$ cat config.mk
export PLATFORM = sky130hd
export DESIGN_NAME = seg_scan_ctrl
export DESIGN_NICKNAME = d
export VERILOG_FILES = /design/src/rtl/seg_scan_pkg.sv /design/src/rtl/seg_slot_timer.sv /design/src/rtl/seg_scan_ctrl.sv
export SDC_FILE = /design/constraint.sdc
export NUM_CORES = 1
export LEC_CHECK = 0
export ABC_AREA = 1
export ABC_CLOCK_PERIOD_IN_PS = 1400
export CAP_MARGIN = 20
export CELL_PAD_IN_SITES_DETAIL_PLACEMENT = 1
export CELL_PAD_IN_SITES_GLOBAL_PLACEMENT = 1
export CORE_MARGIN = 4
export CORE_UTILIZATION = 38
export DETAILED_ROUTE_END_ITERATION = 7
export GPL_ROUTABILITY_DRIVEN = 0
export GPL_TIMING_DRIVEN = 0
export PLACE_DENSITY = 0.87
export SETUP_SLACK_MARGIN = 0.02
export SLEW_MARGIN = 20
export SYNTH_ARGS = -nofsm -noshare
export SYNTH_HDL_FRONTEND = slang
export SYNTH_SLANG_ARGS = --single-unit
export TNS_END_PERCENT = 50
$ cat constraint.sdc
create_clock -name clk -period 1.4 [get_ports clk]
set_input_delay 0.28 -clock clk [delete_from_list [all_inputs] [get_ports clk]]
set_output_delay 0.28 -clock clk [all_outputs]
set_load 0.1 [all_outputs]
$ cat src/rtl/seg_scan_pkg.sv
// Shared types and helpers for the multiplexed 7-segment scan controller.
package seg_scan_pkg;

  typedef enum logic {
    S_GAP = 1'b0,
    S_ON  = 1'b1
  } state_t;

  localparam int BCD_W    = 4;
  localparam int MAX_NDIG = 8;
  localparam logic [MAX_NDIG-1:0] ANODE_ALL_OFF = '1;

  // Active-low anode pattern: all dark unless lit, then only digit idx pulled low.
  function automatic logic [MAX_NDIG-1:0] anode_sel(input logic lit, input int unsigned idx);
    logic [MAX_NDIG-1:0] a;
    a = ANODE_ALL_OFF;
    if (lit) a[idx[2:0]] = 1'b0;
    return a;
  endfunction

endpackage

$ cat src/rtl/seg_slot_timer.sv
// Slot phase counter: counts up to the supplied terminal value, then restarts at 0.
module seg_slot_timer #(
  parameter int W = 3
) (
  input  logic         clk,
  input  logic         rst_n,
  input  logic [W-1:0] last,
  output logic         tc,
  output logic         first
);

  logic [W-1:0] cnt_reg;

  assign tc    = (cnt_reg == last);
  assign first = (cnt_reg == '0);

  // Terminal count coincides with every state change, so it doubles as the clear.
  always_ff @(posedge clk or negedge rst_n) begin
    if (!rst_n)  cnt_reg <= '0;
    else if (tc) cnt_reg <= '0;
    else         cnt_reg <= cnt_reg + 1'b1;
  end

endmodule

$ cat src/rtl/seg_scan_ctrl.sv
// Time-multiplexed digit scanner with double-buffered digits and dead-time gaps.
// Optional build macro SEG_SCAN_LZ_SUPPRESS_EN enables leading-zero suppression.
module seg_scan_ctrl
  import seg_scan_pkg::*;
#(
  parameter int NDIG    = 4,
  parameter int ON_CYC  = 50000,
  parameter int GAP_CYC = 16
) (
  input  logic                  clk,
  input  logic                  rst_n,
  input  logic [BCD_W*NDIG-1:0] digits_i,
  input  logic                  load_i,
  input  logic [NDIG-1:0]       blank_i,
  output logic [BCD_W-1:0]      dec_in_o,
  output logic                  dec_en_o,
  output logic [NDIG-1:0]       anode_o,
  output logic                  frame_o
);

  localparam int CNT_MAX = (ON_CYC > GAP_CYC) ? ON_CYC : GAP_CYC;
  localparam int CW      = $clog2(CNT_MAX);
  localparam int IW      = $clog2(NDIG);
  localparam logic [CW-1:0] ON_LAST  = CW'(ON_CYC - 1);
  localparam logic [CW-1:0] GAP_LAST = CW'(GAP_CYC - 1);
  localparam logic [IW-1:0] IDX_LAST = IW'(NDIG - 1);

  state_t                  state_reg, state_next;
  logic [IW-1:0]           idx_reg, idx_next;
  logic [BCD_W*NDIG-1:0]   shadow_reg, active_reg;
  logic                    pending_reg;
  logic [CW-1:0]           last;
  logic                    tc, first, wrap;
  logic [NDIG-1:0]         lz_mask;

  logic [BCD_W-1:0]        dec_in_next;
  logic                    dec_en_next, frame_next, lit;
  logic [NDIG-1:0]         anode_next;
  logic [MAX_NDIG-1:0]     sel_wide;

  assign last = (state_reg == S_ON) ? ON_LAST : GAP_LAST;

  seg_slot_timer #(.W(CW)) u_timer (
    .clk   (clk),
    .rst_n (rst_n),
    .last  (last),
    .tc    (tc),
    .first (first)
  );

  always_ff @(posedge clk or negedge rst_n) begin
    if (!rst_n) begin
      state_reg <= S_GAP;
      idx_reg   <= '0;
    end else begin
      state_reg <= state_next;
      idx_reg   <= idx_next;
    end
  end

  always_comb begin
    state_next = state_reg;
    idx_next   = idx_reg;
    if (tc) begin
      case (state_reg)
        S_GAP: state_next = S_ON;
        S_ON: begin
          state_next = S_GAP;
          idx_next   = (idx_reg == IDX_LAST) ? '0 : idx_reg + 1'b1;
        end
        default: state_next = S_GAP;
      endcase
    end
  end

  // Frame boundary: last ON cycle of the highest digit.
  assign wrap = (state_reg == S_ON) && tc && (idx_reg == IDX_LAST);

  always_ff @(posedge clk or negedge rst_n) begin
    if (!rst_n) begin
      shadow_reg  <= '0;
      active_reg  <= '0;
      pending_reg <= 1'b0;
    end else begin
      if (load_i) shadow_reg <= digits_i;
      if (wrap) begin
        pending_reg <= 1'b0;
        if (load_i)           active_reg <= digits_i;
        else if (pending_reg) active_reg <= shadow_reg;
      end else if (load_i) begin
        pending_reg <= 1'b1;
      end
    end
  end

`ifdef SEG_SCAN_LZ_SUPPRESS_EN
  // Active digits only change at the frame boundary, so deriving the mask from them
  // is equivalent to evaluating it once at commit.
  always_comb begin
    logic upper_zero;
    lz_mask    = '0;
    upper_zero = 1'b1;
    for (int k = NDIG - 1; k >= 1; k--) begin
      upper_zero = upper_zero & (active_reg[BCD_W*k +: BCD_W] == '0);
      lz_mask[k] = upper_zero;
    end
  end
`else
  assign lz_mask = '0;
`endif

  always_comb begin
    lit         = (state_reg == S_ON) && !(blank_i[idx_reg] | lz_mask[idx_reg]);
    sel_wide    = anode_sel(lit, 32'(idx_reg));
    anode_next  = sel_wide[NDIG-1:0];
    dec_en_next = lit;
    dec_in_next = (state_reg == S_ON) ? active_reg[BCD_W*idx_reg +: BCD_W] : dec_in_o;
    frame_next  = (state_reg == S_ON) && (idx_reg == '0) && first;
  end

  always_ff @(posedge clk or negedge rst_n) begin
    if (!rst_n) begin
      anode_o  <= '1;
      dec_en_o <= 1'b0;
      dec_in_o <= '0;
      frame_o  <= 1'b0;
    end else begin
      anode_o  <= anode_next;
      dec_en_o <= dec_en_next;
      dec_in_o <= dec_in_next;
      frame_o  <= frame_next;
    end
  end

endmodule
==> metrics.md <==
| Metric | Value |
|---|---|
| Worst-Skew Late Latency | roughly 0.34 ns |
| Core footprint | 7690 µm² |
| Leakage | 1.99 nW |
| Final cell count without fillers | a little over 500 |
| Net Switching | 852 µW |
| Slew margin rel. | 0.751 |
| Vias/cell | 4.91 |
| Syn Nets | 376 |
| Die height | 96.8 µm |
| Main area contributors after synthesis | dfrtp_1 48%, nand2_1 13%, nor2_1 5.5% |
| Setup crit start kind | flop |
| Max rail drop VDD | 0.760 mV |
| Synth warn | 0 |
| Clock share of power | 0.484 |
| Worst Tran Pin Value | 0.374 ns |
| Ports | 33 |
| Setup CP Type | reg -> reg |
| 1st-iter DRT viols | 64 |
| Most frequent cells after synthesis | 104 x nand2_1, 58 x dfrtp_1, 44 x nor2_1 |
| Finished Core Util | 0.525 |
| Final Instance Area | 4040 µm² |
| FFs w/ async S/R, synth | 1.00 |
| DP Area | 3470 µm² |
| Grt ovf | 0 |
| FF/Latch Area | between 1500 and 2000 µm² |
| Hold Vio Cnt, Final | 0 |
| Final worst slack | -0.184 ns |
| Root buffer cell | clkbuf_8 |
| RSZ-0062 raised after global routing | yes |
| Cell variety after synth | 33 |
| Achievable clock frequency | about 630 MHz |
| Layout area overhead | 34.7% |
| Primary FF master, synth | dfrtp_1 |
| DIE WIDTH | 96.8 µm |
| Placed wire-length estimate | roughly 5400 µm |
| Cell-internal power | 3.15 mW |
| Most numerous cell in the Yosys netlist | nand2_1 |
| Switch share | 0.213 |
| Sequential share of the synthesized area | 0.519 |
| Worst Hold Class | in -> reg |
| DRT Pass-1 Iters | 4 |
| Final setup violating endpoints | 31 |
| First-pass GRT wire length | about 13000 µm |
| Crit-path max FO | 5 |
| # nets final | 438 |
| Status | finished, violations left |
| Largest net degree at the start of global routing | 51 |
| Cell chain of the critical path | ha_4 -> nand3_4 -> nor2_4 -> nand2_2 -> nor2_4 -> nand4_4 -> buf_6 -> nand2_2 -> nand2_2 |
| Setup Skew | around 0.011 ns |
| Layout cells sized above 1 | 0.275 |
| # DRC | 0 |
| Rows | 32 |
| Failing checks | setup timing |
| Initial Util | 0.390 |
| Syn avg cell area | 8.64 µm² |
| Sequential power share | 0.462 |
| Worst path most repeated cell | nand2_2 |
| Die ar. | 9370 µm² |
| DRT antenna net count | 0 |
| Yosys top cell area share | 0.484 |
| Post-synth top area cell | dfrtp_1 |
| Placed Cells | 481 |
| Syn Inst Count | between 300 and 400 |
| Vias after detailed routing | about 2500 |
| Max Buffers Root-to-Sink | 2 |
| Power share of the combinational group | 0.054 |
| H-Tree Depth | 3 |
| EDFF count, synth | 0 |
| Routed wire length | 8150 µm |
| Max-cap violations | 0 |
| Slowest-stage cell, CP | dfrtp_1 |
| Vias in the first global route | 2743 |
| Syn Std Cell Area | around 3000 µm² |
| CTS Sinks | 62 |
| Area used by multi-input combinational logic | 1400 µm² |
| Antenna violations before repair | 0 |
| Seq cells post-synth | 62 |
| Power per cell area | 992 nW/µm² |
| Fillers | 905 |
| Clk slew on worst S/H paths | 0.07 ns |
| Min Clock Period, post-route | 1.58 ns |
| Worst Path Required | 1.64 ns |
| Fin. max-slew vios | 0 |
| Crit-path max cell delay | 0.40 ns |
| CTS tree | yes |
| # diodes | 0 |
| Arrival time worst endpoint | 1.82 ns |
| Final Cycle Share | 1.13 |
| Pwr Total | 4.00 mW |
| Crit path capture type | flop |
| Avg WL per Cell | 15.8 µm |
| Cts bufs inserted | 9 |
| # port buffers | 31 |
| GRT Util Overall | 0.178 |
[layout by cell type (no fill, tap or decap), types with 2 or more instances in the layout]
cell type	count
a21oi_1	3
a31oi_1	4
buf_2	4
buf_4	22
buf_6	5
buf_8	5
bufinv_16	3
clkbuf_4	2
clkbuf_8	10
clkdlybuf4s50_1	20
clkinv_2	2
dfrtp_1	56
dfrtp_2	2
dfstp_2	4
ha_1	4
inv_1	23
inv_2	4
inv_4	2
nand2_1	82
nand2_2	23
nand2_4	3
nand3_1	24
nand3_4	2
nand4_1	3
nand4_4	2
nor2_1	41
nor2_2	2
nor2_4	6
nor3_1	6
o21ai_0	11
xor2_1	14
[cell type report]
type,instances,area share
flip-flops and latches,62,0.386
multi-input cells,244,0.345
repair buffers,51,0.126
clock buffers,10,0.0341
well taps,102,0.0316
inverters,30,0.0291
clock inverters,6,0.0270
plain buffers,11,0.0208
[worst max-delay path: cells and delay by family (launching register included)]
kind | cells | cell delay [ns]
fa+ha+maj | 1 | 0.17
buf+inv | 1 | 0.18
flops | 1 | 0.40
simple gates | 7 | 0.72
[power by group through the flow]
stage / clock network, mW / logic [mW] / registers (mW)
finish: 1.94 / 0.215 / 1.85
global route: 2.08 / 0.240 / 1.85
CTS: 1.98 / 0.219 / 1.85
detailed placement: 0 / 0.216 / 1.88
global placement: 0 / 0.199 / 1.88
floorplan: 0 / 0.0623 / 1.90
[repair_timing]
action,in CTS,in global routing
buffers inserted,12,5
gates resized for setup,92,35
cloned,0,1
endpoints found under the hold margin,9,0
setup endpoints to repair,46,44
hold buffers,1,0
pin swaps,4,7
[metal layers]
metal / routed length [µm] / up-vias / share of wire / GRT usage
met2: 4510 / 46 / 0.55 / 0.308
met5: 0 / - / 0 / 0
met3: 251 / 15 / 0.031 / 0.0541
li1: - / 1216 / - / -
met1: 3200 / 1256 / 0.39 / 0.201
met4: 186 / 0 / 0.023 / 0.0799
[per-stage QoR]
step	setup WS (ns)	setup TNS (ns)	hold WS, ns
after floorplan	-0.0365	-0.365	-0.0156
after global placement	-1.91	-122.55	0.454
after detailed placement	-0.511	-8.61	0.140
after CTS	-0.156	-3.20	0.237
after global routing	-0.279	-7.17	0.258
final	-0.184	-4.14	0.256
[kinds of logic (layout without fill, tap and decap cells)]
| group | Yosys count | count (layout) | share of synthesized area |
|---|---|---|---|
| compound gates | 24 | 24 | 0.0430 |
| xor+xnor | 15 | 15 | 0.0438 |
| fa+ha+maj | 6 | 6 | 0.0250 |
| buf+inv | 41 | 108 | 0.0639 |
| flops | 62 | 62 | 0.519 |
| simple gates | 199 | 199 | 0.305 |
[worst paths after layout]
kind                                               from                       endpoint  slack [ns]  cells past startpoint
max in group asynchronous                         rst_n         idx_reg[0]$_DFFE_PN0N_        0.59                      3
hold reg to reg              active_reg[13]$_DFFE_PN0P_     active_reg[13]$_DFFE_PN0P_        0.48                      2
setup / recovery           u_timer.cnt_reg[0]$_DFF_PN0_      active_reg[0]$_DFFE_PN0P_       -0.18                      9
setup reg to reg           u_timer.cnt_reg[0]$_DFF_PN0_      active_reg[0]$_DFFE_PN0P_       -0.18                      9
min in group asynchronous                         rst_n  u_timer.cnt_reg[13]$_DFF_PN0_        0.32                      2
hold / removal                                   load_i      shadow_reg[2]$_DFFE_PN0P_        0.26                      3
No activity file was read; power rests on OpenSTA's default activity.
